$ cat config.mk
export PLATFORM = sky130hd
export DESIGN_NAME = bcd_display_scan_flat
export DESIGN_NICKNAME = d
export VERILOG_FILES = /design/src/rtl/bcd_display_scan_pkg.sv /design/src/rtl/bcd_display_scan_if.sv /design/src/rtl/bcd_display_scan_seg7.sv /design/src/rtl/bcd_display_scan.sv /design/src/flat_wrapper.sv
export SDC_FILE = /design/constraint.sdc
export NUM_CORES = 1
export LEC_CHECK = 0
export CORE_UTILIZATION = 25
export CTS_BUF_LIST = sky130_fd_sc_hd__clkbuf_8
export DETAILED_ROUTE_END_ITERATION = 16
export GPL_ROUTABILITY_DRIVEN = 1
export MAX_ROUTING_LAYER = met4
export PLACE_DENSITY = 0.46
export SETUP_SLACK_MARGIN = 0.3
export SYNTH_ARGS = -nofsm -noshare
export SYNTH_HDL_FRONTEND = slang
export SYNTH_SLANG_ARGS = --single-unit
$ cat constraint.sdc
create_clock -name clk -period 2.38 [get_ports clk]
set_clock_uncertainty 0.15 [all_clocks]
set_input_delay 0.714 -clock clk [delete_from_list [all_inputs] [get_ports clk]]
set_output_delay 0.714 -clock clk [all_outputs]
set_load 0.02 [all_outputs]
$ cat src/rtl/bcd_display_scan_pkg.sv
// Shared constants for the BCD display scanner: segment patterns (active-low, gfedcba),
// digit-slot index encoding and active-low one-hot anode patterns.
package bcd_disp_pkg;

    localparam logic [6:0] SEG_0     = 7'b1000000;
    localparam logic [6:0] SEG_1     = 7'b1111001;
    localparam logic [6:0] SEG_2     = 7'b0100100;
    localparam logic [6:0] SEG_3     = 7'b0110000;
    localparam logic [6:0] SEG_4     = 7'b0011001;
    localparam logic [6:0] SEG_5     = 7'b0010010;
    localparam logic [6:0] SEG_6     = 7'b0000010;
    localparam logic [6:0] SEG_7     = 7'b1111000;
    localparam logic [6:0] SEG_8     = 7'b0000000;
    localparam logic [6:0] SEG_9     = 7'b0010000;
    localparam logic [6:0] SEG_E     = 7'b0000110;
    localparam logic [6:0] SEG_BLANK = 7'b1111111;

    typedef enum logic [1:0] {
        DIG_UNITS    = 2'd0,
        DIG_TENS     = 2'd1,
        DIG_HUNDREDS = 2'd2
    } dig_idx_t;

    localparam logic [2:0] AN_UNITS    = 3'b110;
    localparam logic [2:0] AN_TENS     = 3'b101;
    localparam logic [2:0] AN_HUNDREDS = 3'b011;
    localparam logic [2:0] AN_OFF      = 3'b111;

    // A nibble that cannot be a decimal digit.
    function automatic logic nib_bad(input logic [3:0] nib);
        return (nib > 4'd9);
    endfunction

endpackage

$ cat src/rtl/bcd_display_scan_if.sv
// Valid/ready input channel carrying a 2-digit packed BCD sum plus the hundreds carry.
interface bcd_display_scan_if;
    logic [7:0] sum;
    logic       carry;
    logic       sum_valid;
    logic       sum_ready;

    modport master (output sum, output carry, output sum_valid, input sum_ready);
    modport slave  (input sum, input carry, input sum_valid, output sum_ready);
endinterface

$ cat src/rtl/bcd_display_scan_seg7.sv
// Combinational BCD to 7-segment decoder, active-low gfedcba; non-decimal codes show 'E'.
module bcd_to_seg7
    import bcd_disp_pkg::*;
(
    input  logic [3:0] i_bcd,
    output logic [6:0] o_seg
);

    always_comb begin
        o_seg = SEG_E;
        case (i_bcd)
            4'd0:    o_seg = SEG_0;
            4'd1:    o_seg = SEG_1;
            4'd2:    o_seg = SEG_2;
            4'd3:    o_seg = SEG_3;
            4'd4:    o_seg = SEG_4;
            4'd5:    o_seg = SEG_5;
            4'd6:    o_seg = SEG_6;
            4'd7:    o_seg = SEG_7;
            4'd8:    o_seg = SEG_8;
            4'd9:    o_seg = SEG_9;
            default: o_seg = SEG_E;
        endcase
    end

endmodule

$ cat src/rtl/bcd_display_scan.sv
// Three-digit multiplexed 7-segment scanner with a one-deep pending buffer that only
// updates the shown value on frame boundaries. Define BCD_DISP_LZB_EN for leading-zero blanking.
module bcd_display_scan
    import bcd_disp_pkg::*;
#(
    parameter int REFRESH_DIV = 50000
) (
    input  logic                     clk,
    input  logic                     rst,
    bcd_display_scan_if.slave        s_in,
    output logic [2:0]               an,
    output logic [6:0]               seg,
    output logic                     dp,
    output logic                     err
);

    localparam int              DIV_W    = (REFRESH_DIV > 1) ? $clog2(REFRESH_DIV) : 1;
    localparam logic [DIV_W-1:0] DIV_LAST = DIV_W'(REFRESH_DIV - 1);

    logic [DIV_W-1:0] r_div;
    dig_idx_t         r_idx;
    dig_idx_t         w_idx_next;
    logic             w_tick;
    logic             w_frame;
    logic             w_xfer;

    logic             r_pend_full;
    logic [8:0]       r_pend;
    logic [8:0]       r_disp;

    logic [2:0]       w_an_next;
    logic [3:0]       w_digit;
    logic [6:0]       w_seg_dec;
    logic [6:0]       w_seg_next;
    logic [1:0]       w_nib_bad;
    logic             w_err;

    logic [2:0]       r_an;
    logic [6:0]       r_seg;
    logic             r_dp;
    logic             r_err;

    assign w_tick  = (r_div == DIV_LAST);
    assign w_frame = w_tick && (r_idx == DIG_HUNDREDS);

    // Ready depends only on buffer state; it is also held low while reset is applied.
    assign s_in.sum_ready = !r_pend_full && !rst;
    assign w_xfer         = s_in.sum_valid && s_in.sum_ready;

    always_ff @(posedge clk) begin
        if (rst) begin
            r_div <= '0;
        end else if (w_tick) begin
            r_div <= '0;
        end else begin
            r_div <= r_div + 1'b1;
        end
    end

    always_ff @(posedge clk) begin
        if (rst) begin
            r_idx <= DIG_UNITS;
        end else begin
            r_idx <= w_idx_next;
        end
    end

    always_comb begin
        w_idx_next = r_idx;
        w_an_next  = AN_OFF;
        case (r_idx)
            DIG_UNITS: begin
                w_an_next = AN_UNITS;
                if (w_tick) w_idx_next = DIG_TENS;
            end
            DIG_TENS: begin
                w_an_next = AN_TENS;
                if (w_tick) w_idx_next = DIG_HUNDREDS;
            end
            DIG_HUNDREDS: begin
                w_an_next = AN_HUNDREDS;
                if (w_tick) w_idx_next = DIG_UNITS;
            end
            default: w_idx_next = DIG_UNITS;
        endcase
    end

    // A transfer can only happen with the buffer empty, so it never collides with the
    // boundary move; a value landing on a boundary waits for the next one.
    always_ff @(posedge clk) begin
        if (rst) begin
            r_pend_full <= 1'b0;
            r_pend      <= '0;
            r_disp      <= '0;
        end else begin
            if (w_frame && r_pend_full) begin
                r_disp      <= r_pend;
                r_pend_full <= 1'b0;
            end
            if (w_xfer) begin
                r_pend      <= {s_in.carry, s_in.sum};
                r_pend_full <= 1'b1;
            end
        end
    end

    always_comb begin
        w_digit = '0;
        case (r_idx)
            DIG_UNITS:    w_digit = r_disp[3:0];
            DIG_TENS:     w_digit = r_disp[7:4];
            DIG_HUNDREDS: w_digit = {3'b000, r_disp[8]};
            default:      w_digit = '0;
        endcase
    end

    bcd_to_seg7 u_seg7 (
        .i_bcd (w_digit),
        .o_seg (w_seg_dec)
    );

    generate
        for (genvar gi = 0; gi < 2; gi++) begin : g_nib_chk
            assign w_nib_bad[gi] = nib_bad(r_disp[gi*4 +: 4]);
        end
    endgenerate

    assign w_err = |w_nib_bad;

`ifdef BCD_DISP_LZB_EN
    logic w_blank;

    always_comb begin
        w_blank = 1'b0;
        case (r_idx)
            DIG_HUNDREDS: w_blank = !r_disp[8];
            DIG_TENS:     w_blank = !r_disp[8] && (r_disp[7:4] == 4'd0);
            default:      w_blank = 1'b0;
        endcase
    end

    assign w_seg_next = w_blank ? SEG_BLANK : w_seg_dec;
`else
    assign w_seg_next = w_seg_dec;
`endif

    always_ff @(posedge clk) begin
        if (rst) begin
            r_an  <= AN_OFF;
            r_seg <= SEG_BLANK;
            r_dp  <= 1'b1;
            r_err <= 1'b0;
        end else begin
            r_an  <= w_an_next;
            r_seg <= w_seg_next;
            r_err <= w_err;
            r_dp  <= !(w_err && (r_idx == DIG_UNITS));
        end
    end

    assign an  = r_an;
    assign seg = r_seg;
    assign dp  = r_dp;
    assign err = r_err;

endmodule

$ cat src/flat_wrapper.sv
// flat-port wrapper written by rule: the top's interface ports become plain ports
module bcd_display_scan_flat import bcd_disp_pkg::*;
#(
    parameter int REFRESH_DIV = 50000
)
  (clk, rst, an, seg, dp, err, s_in_sum, s_in_carry, s_in_sum_valid, s_in_sum_ready);
  bcd_display_scan_if s_in_i ();
  input  logic clk;
  input  logic rst;
  output logic [2:0] an;
  output logic [6:0] seg;
  output logic dp;
  output logic err;
  input wire logic [$bits(s_in_i.sum)-1:0] s_in_sum;
  input wire logic [$bits(s_in_i.carry)-1:0] s_in_carry;
  input wire logic [$bits(s_in_i.sum_valid)-1:0] s_in_sum_valid;
  output wire logic [$bits(s_in_i.sum_ready)-1:0] s_in_sum_ready;
  assign s_in_i.sum = s_in_sum;
  assign s_in_i.carry = s_in_carry;
  assign s_in_i.sum_valid = s_in_sum_valid;
  assign s_in_sum_ready = s_in_i.sum_ready;
  bcd_display_scan #(.REFRESH_DIV(REFRESH_DIV)) u_core (.clk(clk), .rst(rst), .s_in(s_in_i), .an(an), .seg(seg), .dp(dp), .err(err));
endmodule
Yosys cells after proc, flatten, opt, wreduce, memory -nomap -nowiden
Memory sizes are Yosys's and may differ from the RTL's. A register that Yosys moved wholly into a read port is not among the register bits.
Index checks and enable logic that the tools add are counted.
Operators by class
  $add $sub $neg: 1
  $lt $le $gt $ge: 2
  equal/unequal tests: 6
  muxes and demuxes: 8
  reduce and logical (&&, ||, !) cells: 13
Operators by type and width (number)
  16-bit by 1-bit adder with 16-bit output (second input constant): 1
  16-bit equality test (second input constant): 1
  4-bit one-hot mux with 3 select lines: 1
  3-bit one-hot mux with 3 select lines: 1
  4-bit greater-than comparator (second input constant): 2
  2-bit 2-to-1 mux: 3
  2-bit by 1-bit != test with 1-bit output (second input constant): 3
  2-bit one-hot mux with 3 select lines: 1
  1-bit logical AND: 5
  2-bit OR reduction: 2
  1-bit zero test: 3
  3-bit AND reduction: 1
  2-bit by 1-bit equality test with 1-bit output (second input constant): 1
  2-bit equality test (second input constant): 1
  2-bit zero test: 1
  1-bit 2-to-1 mux: 2
  2-bit nonzero test: 1
Word-level totals
  register bits: 42
  memory bits (read-only): 112
  input bits: 12
  output and inout port bits: 13
  logic and storage cells: 39
  memories kept: 1
Memory list
  (no name shown): depth 16, bits a word 7, read ports 1, clocked after Yosys merged registers in 1, write ports 0, RTL line bcd_display_scan_seg7.sv:11  | case (i_bcd)

Depth between registers and ports, before layout
Gate-level depths: netlist of the first run.
  word-level depth: 5
  gate-level depth with buffers: 7
  depth with buffers taken out: 6

Cells and area by module
A second synthesis of the first run with hierarchy kept.
Unflattened totals
  cell total of the unflattened synthesis: 242
  area, all modules: 2120.8 um^2
Modules (own cells, without submodules)
  bcd_display_scan: times used 1, cells each 215, area each 1934.4 um^2, seq. area each 980.9 um^2
  bcd_to_seg7: times used 1, cells each 27, area each 186.4 um^2, seq. area each 0.0 um^2

Least setup slack after synthesis of the first run
OpenSTA, ideal clock, no wires.
  kind: input to register
  start point: in rst
  end point: reg u_core.r_pend[0]
  setup time: 0.126 ns
  arrival: 1.668 ns
  required time: 2.104 ns
  path slack: 0.436 ns
  stages: 5
  buffers on the path: 2
  cells stage by stage: nor2_1 > and2_1 > buf_2 > clkbuf_1 > o21ai_0
Between the ends
  cells in the longest elaborated chain, start to end: 3
RTL lines
  start, declared: RTL line flat_wrapper.sv:9  | input logic rst;
  1-bit zero test: RTL line bcd_display_scan.sv:47  | assign s_in.sum_ready = !r_pend_full && !rst;
  1-bit logical AND: RTL line bcd_display_scan.sv:47
  1-bit logical AND: RTL line bcd_display_scan.sv:48  | assign w_xfer = s_in.sum_valid && s_in.sum_ready;
  end signal, assigned: RTL line bcd_display_scan.sv:101  | r_pend <= {s_in.carry, s_in.sum};
  end, declared: RTL line bcd_display_scan.sv:28  | logic [8:0] r_pend;
Parallel ways exist; a longest one is shown, timed or not.
A chain may end at the register's enable or synchronous reset.

Worst setup path in the final report of the first run
  start point: in rst
  end point: out s_in_sum_ready
Between the ends
  cells in the longest elaborated chain, start to end: 2
RTL lines
  1-bit zero test: RTL line bcd_display_scan.sv:47
  1-bit logical AND: RTL line bcd_display_scan.sv:47
  end, declared: RTL line flat_wrapper.sv:17  | output wire logic [$bits(s_in_i.sum_ready)-1:0] s_in_sum_ready;
No other way between the ends.

==> run_results.csv, run 1 <==
group,metric,value,unit
run_status,status,"finished clean",
finish,finalInstanceArea,0.00263,mm2
pwr,p_per_area,552,mW/mm2
synthesis,seq_area_frac_synth,44.6,%
synthesis,synth-main-ff-cell,"dfxtp_1",
detailed_routing,finalWirelength,3.89,mm
global_routing,grt_pass1_vias,1335,
detailed_routing,vias,1516,
setup_path,crit_fanout,2,
synthesis,synth.avg_cell_area,10.0,um2
floorplan,coreArea,0.00838,mm2
synthesis,synth_cells,220,
synthesis,yosys_register_bits,49,
detailed_routing,wl_per_cell,11.0,um
clock_tree,post_cts_buffers,0,
pwr,p_clk_share,34.7,%
floorplan,start_util,26.2,%
worst_hold_path,holdPathStages,2,
detailed_routing,dr.pass1.iters,4,
synthesis,netlist.area_leader.share,44.6,%
setup_path,crit_path_end_kind,"output pin",
synthesis,synth_edf_count,0,
global_routing,global_route.usage.total,9.83,%
clock_tree,cts_tree,"yes",
timing,setup_viol,0,
timing,period_needed,2.02,ns
synthesis,yosysMostFrequentCell,"dfxtp_1",
worst_hold_path,hold_path_class,"flop to flop",
global_routing,grt_use_met1,14.1,%
place,dpl_cell_area,0.00255,mm2
pwr,p_switching,353,uW
global_routing,grt_overflow,0,
synthesis,async_flop_share,0,%
place,place.detailed.hpwl,2.72,mm
finish,n_antenna_cell,0,
clock_tree,cts-htree-levels,2,
pwr,p_seq_share,58.7,%
pwr,comb_power_share,6.6,%
pwr,power,1.45,mW
setup_path,reg2reg_depth,5,
clock_tree,clk_pin_slew,0.09,ns
timing,fin_crit_sh,84.8,%
setup_path,worstSetupStartpoint,"rst",
clock_tree,cts-hold-fix-buffers,0,
detailed_routing,vias_per_cell,4.29,
timing,setup_tns,0,ns
setup_path,worstReg2RegStart,"u_core.r_idx[0]",
finish,drive_above_1_share,15.3,%
timing,rsz0062_at_grt,"false",
clock_tree,clock_sinks,49,
pwr,leakage,1.02,nW
clock_tree,cts-root-buf,"clkbuf_8",
finish,syn2layout_area_growth,19.5,%
setup_path,r2r_setup_slack,0.44,ns
run,cap_violations,0,
floorplan,die_area,0.00918,mm2
floorplan,row_count,33,
place,routabilityCongestion,0.734,
synthesis,ys_top_cells_by_count,"49 x dfxtp_1, 20 x nand2b_1, 15 x mux2i_1, 15 x nand2_1",
detailed_routing,ant_nets,0,
floorplan,die_h,95.8,um
setup_path,critical_path_class,"input port to output pin",
clock_tree,clk_latency,0.31,ns
global_routing,grt_pass1_wl,6.58,mm
synthesis,yosysUniqueCellTypes,41,
global_routing,grt_util_met3,3.16,%
setup_path,arrival,1.15,ns
pwr,p_int,1.10,mW
floorplan,fp.dieW,95.8,um
detailed_routing,drc,0,
worst_hold_path,hold_path.startpoint,"u_core.r_disp[8]",
worst_hold_path,hold_end,"u_core.r_disp[8]",
setup_path,cp-start-kind,"input port",
timing,hold_viol,0,
setup_path,worstPathRequired,1.52,ns
timing,worst_slew_pin_slew,0.471,ns
synthesis,synthTopCellsByArea,"dfxtp_1 45%, mux2i_1 6.8%, nand2b_1 5.7%, xor2_1 3.6%, ha_1 3.4%",
global_routing,grt_max_degree,34,
synthesis,ys_warn_count,0,
global_routing,grt-busiest-layer,"met1",
place,io_buffers,24,
synthesis,syn_area,0.00220,mm2
pwr,p_sw_share,24.3,%
finish,nets,265,
clock_tree,clockBufferDepth,2,
global_routing,use_met2,12.3,%
floorplan,ios,25,
timing,slew_headroom,68.5,%
setup_path,timing.rr.end,"u_core.seg[1]",
detailed_routing,first_iter_violations,66,
clock_tree,cts_made_buffers,5,
global_routing,antenna_found_initial,0,
pwr,peakVddDrop,0.000212,V
timing,slew_violations,0,
timing,fmax,0.495,GHz
synthesis,synth_largest_area_cell,"dfxtp_1",
synthesis,synth_fp_nets,238,
## per-layer routing
layer / wire (um) / vias to the layer above
met5: 0 / -
met2: 1510 / 31
met4: 54 / 0
li1: - / 801
met3: 185 / 6
met1: 2140 / 678
## registers in the layout, indices dropped and copies added (netlist names)
signal              cells
u_core.an               3
u_core.dp               1
u_core.err              1
u_core.r_disp           9
u_core.r_div           16
u_core.r_idx            2
u_core.r_pend           9
u_core.r_pend_full      1
u_core.seg              7
## layout by cell type, fill, tap and decap left out, drive strengths merged, types with 4 or more instances in the layout
cell type	count
o21bai	5
o21ai	14
nand2b	20
ha	6
mux2i	15
buf	7
dlygate4sd2	12
nand3	4
inv	4
nand4	9
xor2	9
clkdlybuf4s50	10
nor3	4
nor2	24
dfxtp	49
nand2	15
clkbuf	5
xnor2	6
## area by class of cell
cell class	instances	area, um2
Sequential cell	49	981
Clock inverter	3	21.3
Timing Repair Buffer	30	280
Inverter	3	11.3
Fill cell	877	5750
Tap cell	105	131
Multi-Input combinational cell	158	1130
Clock buffer	5	68.8
## worst max path at each step
stage | end | slack [ns] | cells past startpoint
finish | s_in_sum_ready | 0.36 | 3
global route | s_in_sum_ready | 0.32 | 3
CTS | s_in_sum_ready | 0.32 | 3
detailed placement | s_in_sum_ready | -0.36 | 3
global placement | s_in_sum_ready | -0.36 | 3
floorplan | u_core.r_pend[0] | 0.44 | 5
## worst max-delay path, cell delays in order
cell             delay, ns
clkdlybuf4s15_1       0.19
nor2_2                0.10
buf_4                 0.15
## power by group through the flow
stage,clock network [mW],registers [mW],logic [mW]
floorplan,0,0.877,0.0513
global placement,0,0.872,0.103
detailed placement,0,0.872,0.103
CTS,0.529,0.853,0.0983
global route,0.571,0.856,0.108
finish,0.504,0.852,0.0961
## cell families (layout without fill, tap and decap cells)
| logic type | Yosys count | after routing | synth area share (%) |
|---|---|---|---|
| compound gates | 28 | 28 | 7.79 |
| buf+inv | 13 | 41 | 3.92 |
| mux | 16 | 16 | 7.51 |
| fa+ha+maj | 6 | 6 | 3.41 |
| xor+xnor | 15 | 15 | 5.97 |
| flops | 49 | 49 | 44.6 |
| simple gates | 93 | 93 | 26.8 |
## through the flow
step / instances / setup slack (ns) / hold WS, ns / util (%)
after floorplan: 220 / 0.436 / 0.297 / -
after global placement: 345 / -0.363 / 0.317 / 30.5
after detailed placement: 345 / -0.361 / 0.319 / 30.5
after CTS: 353 / 0.317 / 0.332 / 31.3
after global routing: 353 / 0.319 / 0.352 / 31.4
final: 353 / 0.362 / 0.325 / 31.4
## what timing repair did
item | CTS | global route
pin swaps | 1 | 1
setup endpoints to repair | 13 | 1
hold endpoints to repair | 0 | 0
resized for setup | 19 | 1
(Power assumes the default switching activity.)
==> inputs of run 2 (changes only) <==
--- a/config.mk
+++ b/config.mk
@@ -10,7 +10,7 @@
 export DETAILED_ROUTE_END_ITERATION = 16
 export GPL_ROUTABILITY_DRIVEN = 1
 export MAX_ROUTING_LAYER = met4
-export PLACE_DENSITY = 0.46
+export PLACE_DENSITY = 0.47
 export SETUP_SLACK_MARGIN = 0.3
 export SYNTH_ARGS = -nofsm -noshare
 export SYNTH_HDL_FRONTEND = slang
==> constraint.sdc (replaced) <==
create_clock -name clk -period 1.7 [get_ports clk]
set_clock_uncertainty 0.15 [all_clocks]
set_input_delay 0.51 -clock clk [delete_from_list [all_inputs] [get_ports clk]]
set_output_delay 0.51 -clock clk [all_outputs]
set_load 0.02 [all_outputs]
==> run 2 against run 1 <==
Net effect:
- flip-flop and latch count unchanged
- clock power up 51%
- sequential power up 40%
- wire length up 12%
==> run_results.csv, run 2 (same netlist as run 1, synthesis figures left out) <==
group,metric,value,unit
run_status,status,"finished clean",
detailed_routing,wl_met2,1.93,mm
finish,drive_above_1_share,47.4,%
floorplan,die_h,95.8,um
setup_path,crit_path_end_kind,"flop",
clock_tree,cts-root-buf,"clkbuf_8",
clock_tree,cts_tree,"yes",
detailed_routing,wl_per_cell,11.7,um
worst_hold_path,holdPathStages,1,
setup_path,critical_path_class,"flop to flop",
timing,hold_viol,0,
clock_tree,clockBufferDepth,2,
worst_hold_path,hold_path_class,"flop to flop",
run,cap_violations,0,
floorplan,ios,25,
timing,fin_crit_sh,96.9,%
finish,final_cell_mix,"25 x dfxtp_1, 19 x nand2b_1, 19 x buf_4, 18 x dfxtp_2, 17 x buf_6",
timing,setup_viol,0,
finish,final_core_util,37.4,%
floorplan,coreArea,0.00838,mm2
clock_tree,clock_sinks,49,
finish,finalInstanceArea,0.00314,mm2
pwr,p_per_area,677,mW/mm2
setup_path,r2r_setup_slack,0.05,ns
global_routing,grt_pass1_wl,7.38,mm
worst_hold_path,hold_end,"u_core.r_div[0]",
detailed_routing,highest_layer,"met4",
floorplan,row_count,33,
detailed_routing,vias_per_cell,4.30,
place,io_buffers,24,
floorplan,start_util,26.2,%
setup_path,cp-start-kind,"flop",
place,dpl_cell_area,0.00271,mm2
finish,n_antenna_cell,0,
setup_path,arrival,1.71,ns
place,dp.cells,358,
finish,largest_reg_flops,16,
timing,period_needed,1.65,ns
floorplan,fp.dieW,95.8,um
detailed_routing,wl_met3,145,um
finish,nets,285,
setup_path,timing.rr.end,"u_core.seg[1]",
clock_tree,clk_latency,0.31,ns
timing,fmax,0.607,GHz
worst_hold_path,hold_path.startpoint,"u_core.r_div[0]",
detailed_routing,vias,1603,
floorplan,die_area,0.00918,mm2
detailed_routing,first_iter_violations,50,
detailed_routing,drc,0,
finish,instances_no_fill,373,
setup_path,reg2reg_depth,5,
finish,final_common_cell,"dfxtp_1",
global_routing,grt_pass1_vias,1494,
global_routing,grt_overflow,0,
finish,largest-register,"u_core.r_div",
finish,fillers,834,
timing,slew_violations,0,
setup_path,worstPathRequired,1.77,ns
timing,slew_headroom,76.4,%
clock_tree,cts_made_buffers,5,
finish,syn2layout_area_growth,42.6,%
clock_tree,cts-htree-levels,2,
setup_path,worstReg2RegStart,"u_core.r_idx[1]",
place,place.detailed.hpwl,2.89,mm
global_routing,global_route.usage.total,10.8,%
detailed_routing,dr.pass1.iters,4,
clock_tree,clk_pin_slew,0.10,ns
setup_path,crit_fanout,5,
timing,worst_slew_pin_slew,0.353,ns
clock_tree,cts-hold-fix-buffers,0,
timing,rsz0062_at_grt,"true",
global_routing,antenna_found_initial,0,
detailed_routing,finalWirelength,4.37,mm
detailed_routing,wl_met1,2.24,mm
pwr,leakage,1.18,nW
pwr,peakVddDrop,0.000459,V
finish,top_regs,"u_core.r_div (16), u_core.r_disp (9), u_core.r_pend (9)",
place,routabilityCongestion,0.739,
detailed_routing,ant_nets,0,
global_routing,grt_max_degree,34,
run 2: cell type report:
cell class / count / area (um2) / area share [%]
inverters: 3 / 11.3 / 0.359
multi-input cells: 159 / 1400 / 44.5
flip-flops and latches: 49 / 1030 / 32.7
well taps: 105 / 131 / 4.19
clock inverters: 3 / 28.8 / 0.917
clock buffers: 5 / 68.8 / 2.19
repair buffers: 49 / 474 / 15.1
run 2: critical path, stage by stage, from the launching register on:
cell	delay, ns
dfxtp_4	0.38
mux2i_4	0.26
a2bb2oi_4	0.24
ha_4	0.23
a21o_1	0.16
a21o_1	0.14
run 2: through the flow:
step                setup WS [ns]  TNS [ns]  power [mW]  hold slack (ns)
floorplan                  0.0687         0        1.31            0.278
global placement           -0.642    -11.40        1.37            0.291
detailed placement         -0.653    -11.81        1.37            0.294
CTS                        0.0587         0        2.14            0.309
global route              -0.0117   -0.0263        2.23            0.327
finish                     0.0531         0        2.12            0.314
run 2: per-layer routing:
layer	GRT usage, %	vias up
met5	-	-
met4	3.73	0
met3	2.69	4
met2	15.5	25
met1	14.6	724
li1	-	850
run 2: worst max-delay path by stage:
stage / start / end / cells after the start
finish: u_core.r_idx[1] / u_core.seg[1] / 5
global route: u_core.r_div[9] / u_core.r_disp[5] / 4
CTS: rst / s_in_sum_ready / 3
detailed placement: rst / s_in_sum_ready / 3
global placement: rst / s_in_sum_ready / 3
floorplan: u_core.r_idx[1] / u_core.seg[1] / 5
run 2: repair_timing:
item | in CTS | in global routing
pin swaps | 11 | 10
setup endpoints to repair | 60 | 58
gates resized for setup | 122 | 35
cloned | 1 | 0
setup buffers | 4 | 2
run 2: report_power, final:
part	switching (mW)	internal (mW)	total (mW)
registers	0.0181	1.17	1.19
logic	0.0789	0.0939	0.173
clock network	0.452	0.309	0.760
==> inputs of run 3 (changes only) <==
--- a/config.mk
+++ b/config.mk
@@ -5,8 +5,9 @@
 export SDC_FILE = /design/constraint.sdc
 export NUM_CORES = 1
 export LEC_CHECK = 0
+export CORE_MARGIN = 8
 export CORE_UTILIZATION = 25
-export CTS_BUF_LIST = sky130_fd_sc_hd__clkbuf_8
+export CTS_BUF_LIST = sky130_fd_sc_hd__clkbuf_2 sky130_fd_sc_hd__clkbuf_4 sky130_fd_sc_hd__clkbuf_8
 export DETAILED_ROUTE_END_ITERATION = 16
 export GPL_ROUTABILITY_DRIVEN = 1
 export MAX_ROUTING_LAYER = met4
==> run 3 against run 2 <==
Net effect:
- utilization down 0.27 points
- sequential share of layout area fell by 0.69 points
- setup slack got worse by 0.0057 ns
- total power is 0.18% higher
- maximum frequency decreased by 0.35%
==> run_results.csv, run 3 (same netlist as run 1, synthesis figures left out) <==
group,metric,value,unit
run_status,status,"finished clean",
worst_hold_path,hold_path.startpoint,"u_core.r_pend[8]",
global_routing,global_route.usage.total,8.53,%
floorplan,die_h,110,um
global_routing,grt_max_degree,34,
pwr,p_clk_share,35.5,%
pwr,p_sw_share,25.7,%
pwr,comb_power_share,8.5,%
pwr,p_seq_share,56.0,%
finish,final_core_util,37.1,%
pwr,p_per_area,663,mW/mm2
clock_tree,clk_latency,0.30,ns
setup_path,crit_chain,"mux2i_4 > a2bb2oi_4 > ha_4 > a21o_1 > a21o_1",
clock_tree,cts-root-buf,"clkbuf_8",
floorplan,die_area,0.0121,mm2
detailed_routing,dr.pass1.iters,4,
timing,setup_viol,0,
clock_tree,clock_sinks,49,
floorplan,ios,25,
setup_path,crit_fanout,4,
run,cap_violations,0,
global_routing,grt_pass1_vias,1719,
clock_tree,cts_tree,"yes",
timing,slew_violations,0,
setup_path,critical_path_class,"flop to flop",
finish,n_antenna_cell,0,
setup_path,worstPathRequired,1.76,ns
setup_path,cp_slowest_cell,"dfxtp_4",
clock_tree,cts_made_buffers,5,
pwr,p_switching,546,uW
worst_hold_path,hold_end,"u_core.r_disp[8]",
setup_path,timing.rr.end,"u_core.seg[1]",
detailed_routing,first_iter_violations,38,
detailed_routing,drc,0,
pwr,leakage,1.22,nW
finish,top_regs,"u_core.r_div (16), u_core.r_disp (9), u_core.r_pend (9)",
detailed_routing,wl_per_cell,12.6,um
timing,setup_tns,0,ns
clock_tree,cts-htree-levels,2,
setup_path,crit_path_end_kind,"flop",
place,post-place-ws,-0.643,ns
global_routing,grt_overflow,0,
clock_tree,cts-hold-fix-buffers,0,
timing,rsz0062_at_grt,"true",
detailed_routing,vias,1646,
floorplan,coreArea,0.00864,mm2
setup_path,crit_family,"compound AO/OA/AOI/OAI gates",
floorplan,fp.dieW,110,um
clock_tree,clk_pin_slew,0.11,ns
finish,largest_reg_flops,16,
place,dp.cells,361,
finish,instances_no_fill,380,
timing,period_needed,1.65,ns
global_routing,grt_pass1_wl,8.15,mm
place,dpl_cell_area,0.00271,mm2
setup_path,r2r_setup_slack,0.05,ns
setup_path,reg2reg_depth,5,
place,routabilityCongestion,0.753,
finish,finalInstanceArea,0.00321,mm2
finish,final_common_cell,"dfxtp_1",
timing,fin_crit_sh,97.2,%
floorplan,row_count,34,
place,place.detailed.hpwl,3.10,mm
worst_hold_path,hold_path_class,"flop to flop",
finish,final_cell_mix,"24 x dfxtp_1, 23 x buf_4, 19 x nand2b_1, 19 x dfxtp_2, 17 x buf_6",
setup_path,crit_top_cell,"a21o_1",
timing,fmax,0.605,GHz
pwr,peakVddDrop,0.000392,V
setup_path,cp-start-kind,"flop",
detailed_routing,ant_nets,0,
detailed_routing,vias_per_cell,4.33,
setup_path,critical_path_buf_inv_count,0,
global_routing,antenna_found_initial,0,
timing,worst_slack,0.0473,ns
place,io_buffers,24,
timing,slew_headroom,78.3,%
floorplan,start_util,25.5,%
pwr,p_int,1.58,mW
worst_hold_path,holdPathStages,2,
timing,hold_viol,0,
finish,nets,289,
detailed_routing,finalWirelength,4.78,mm
timing,worst_slew_pin_slew,0.316,ns
setup_path,worstReg2RegStart,"u_core.r_idx[1]",
setup_path,arrival,1.71,ns
finish,largest-register,"u_core.r_div",
setup_path,slowest_delay,0.38,ns
finish,syn2layout_area_growth,45.8,%
finish,drive_above_1_share,48.2,%
clock_tree,clockBufferDepth,2,
## run 3: changes by cell type in the layout (fill, tap and decap cells not counted), sizes merged
cell | before | now
inv | 5 | 6
buf | 38 | 42
clkinv | 1 | 0
## run 3: worst max-delay path by stage
stage	startpoint	endpoint	slack [ns]	cells after the start
after floorplan	u_core.r_idx[1]	u_core.seg[1]	0.07	5
after global placement	rst	s_in_sum_ready	-0.65	3
after detailed placement	rst	s_in_sum_ready	-0.64	3
after CTS	u_core.r_idx[1]	u_core.seg[4]	0.03	6
after global routing	u_core.r_idx[0]	u_core.seg[6]	-0.01	7
final	u_core.r_idx[1]	u_core.seg[1]	0.05	5
## run 3: layout make-up
cell class                 count  area [um2]
fill                         877        5430
multi-input combinational    159        1430
sequential                    49        1030
timing repair buffer          53         504
tap                          108         135
clock buffer                   5        68.8
clock inverter                 3        28.8
inverter                       3        13.8
## run 3: power by group through the flow
stage,clock (mW),sequential [mW],combinational (mW)
after global placement,0,1.22,0.149
after global routing,0.840,1.19,0.201
final,0.755,1.19,0.182
after CTS,0.796,1.19,0.164
after detailed placement,0,1.22,0.150
after floorplan,0,1.23,0.0783
## run 3: layer usage
metal  vias to the layer above  share of wire (%)  track usage, %
li1                        851                  -               -
met1                       762                 51            11.6
met2                        27                 45            12.5
met3                         6                2.6            1.82
met4                         0                1.3            2.12
met5                         -                  0               -
## run 3: timing repair
action	CTS	global route
resized for setup	120	43
endpoints found under the setup margin	60	58
pin swaps	15	11
gates cloned	2	0
setup buffers	7	2
## run 3: tightest hold or removal path, delay by kind of cell (launching register included)
family,cells,cell delay (ns)
muxes,1,0.06
and+or+nand+nor,1,0.07
DFF,1,0.31
## run 3: per-stage QoR
step / hold slack (ns) / power (mW)
floorplan: 0.278 / 1.31
global route: 0.385 / 2.24
CTS: 0.348 / 2.15
finish: 0.339 / 2.13
detailed placement: 0.294 / 1.37
global placement: 0.290 / 1.37
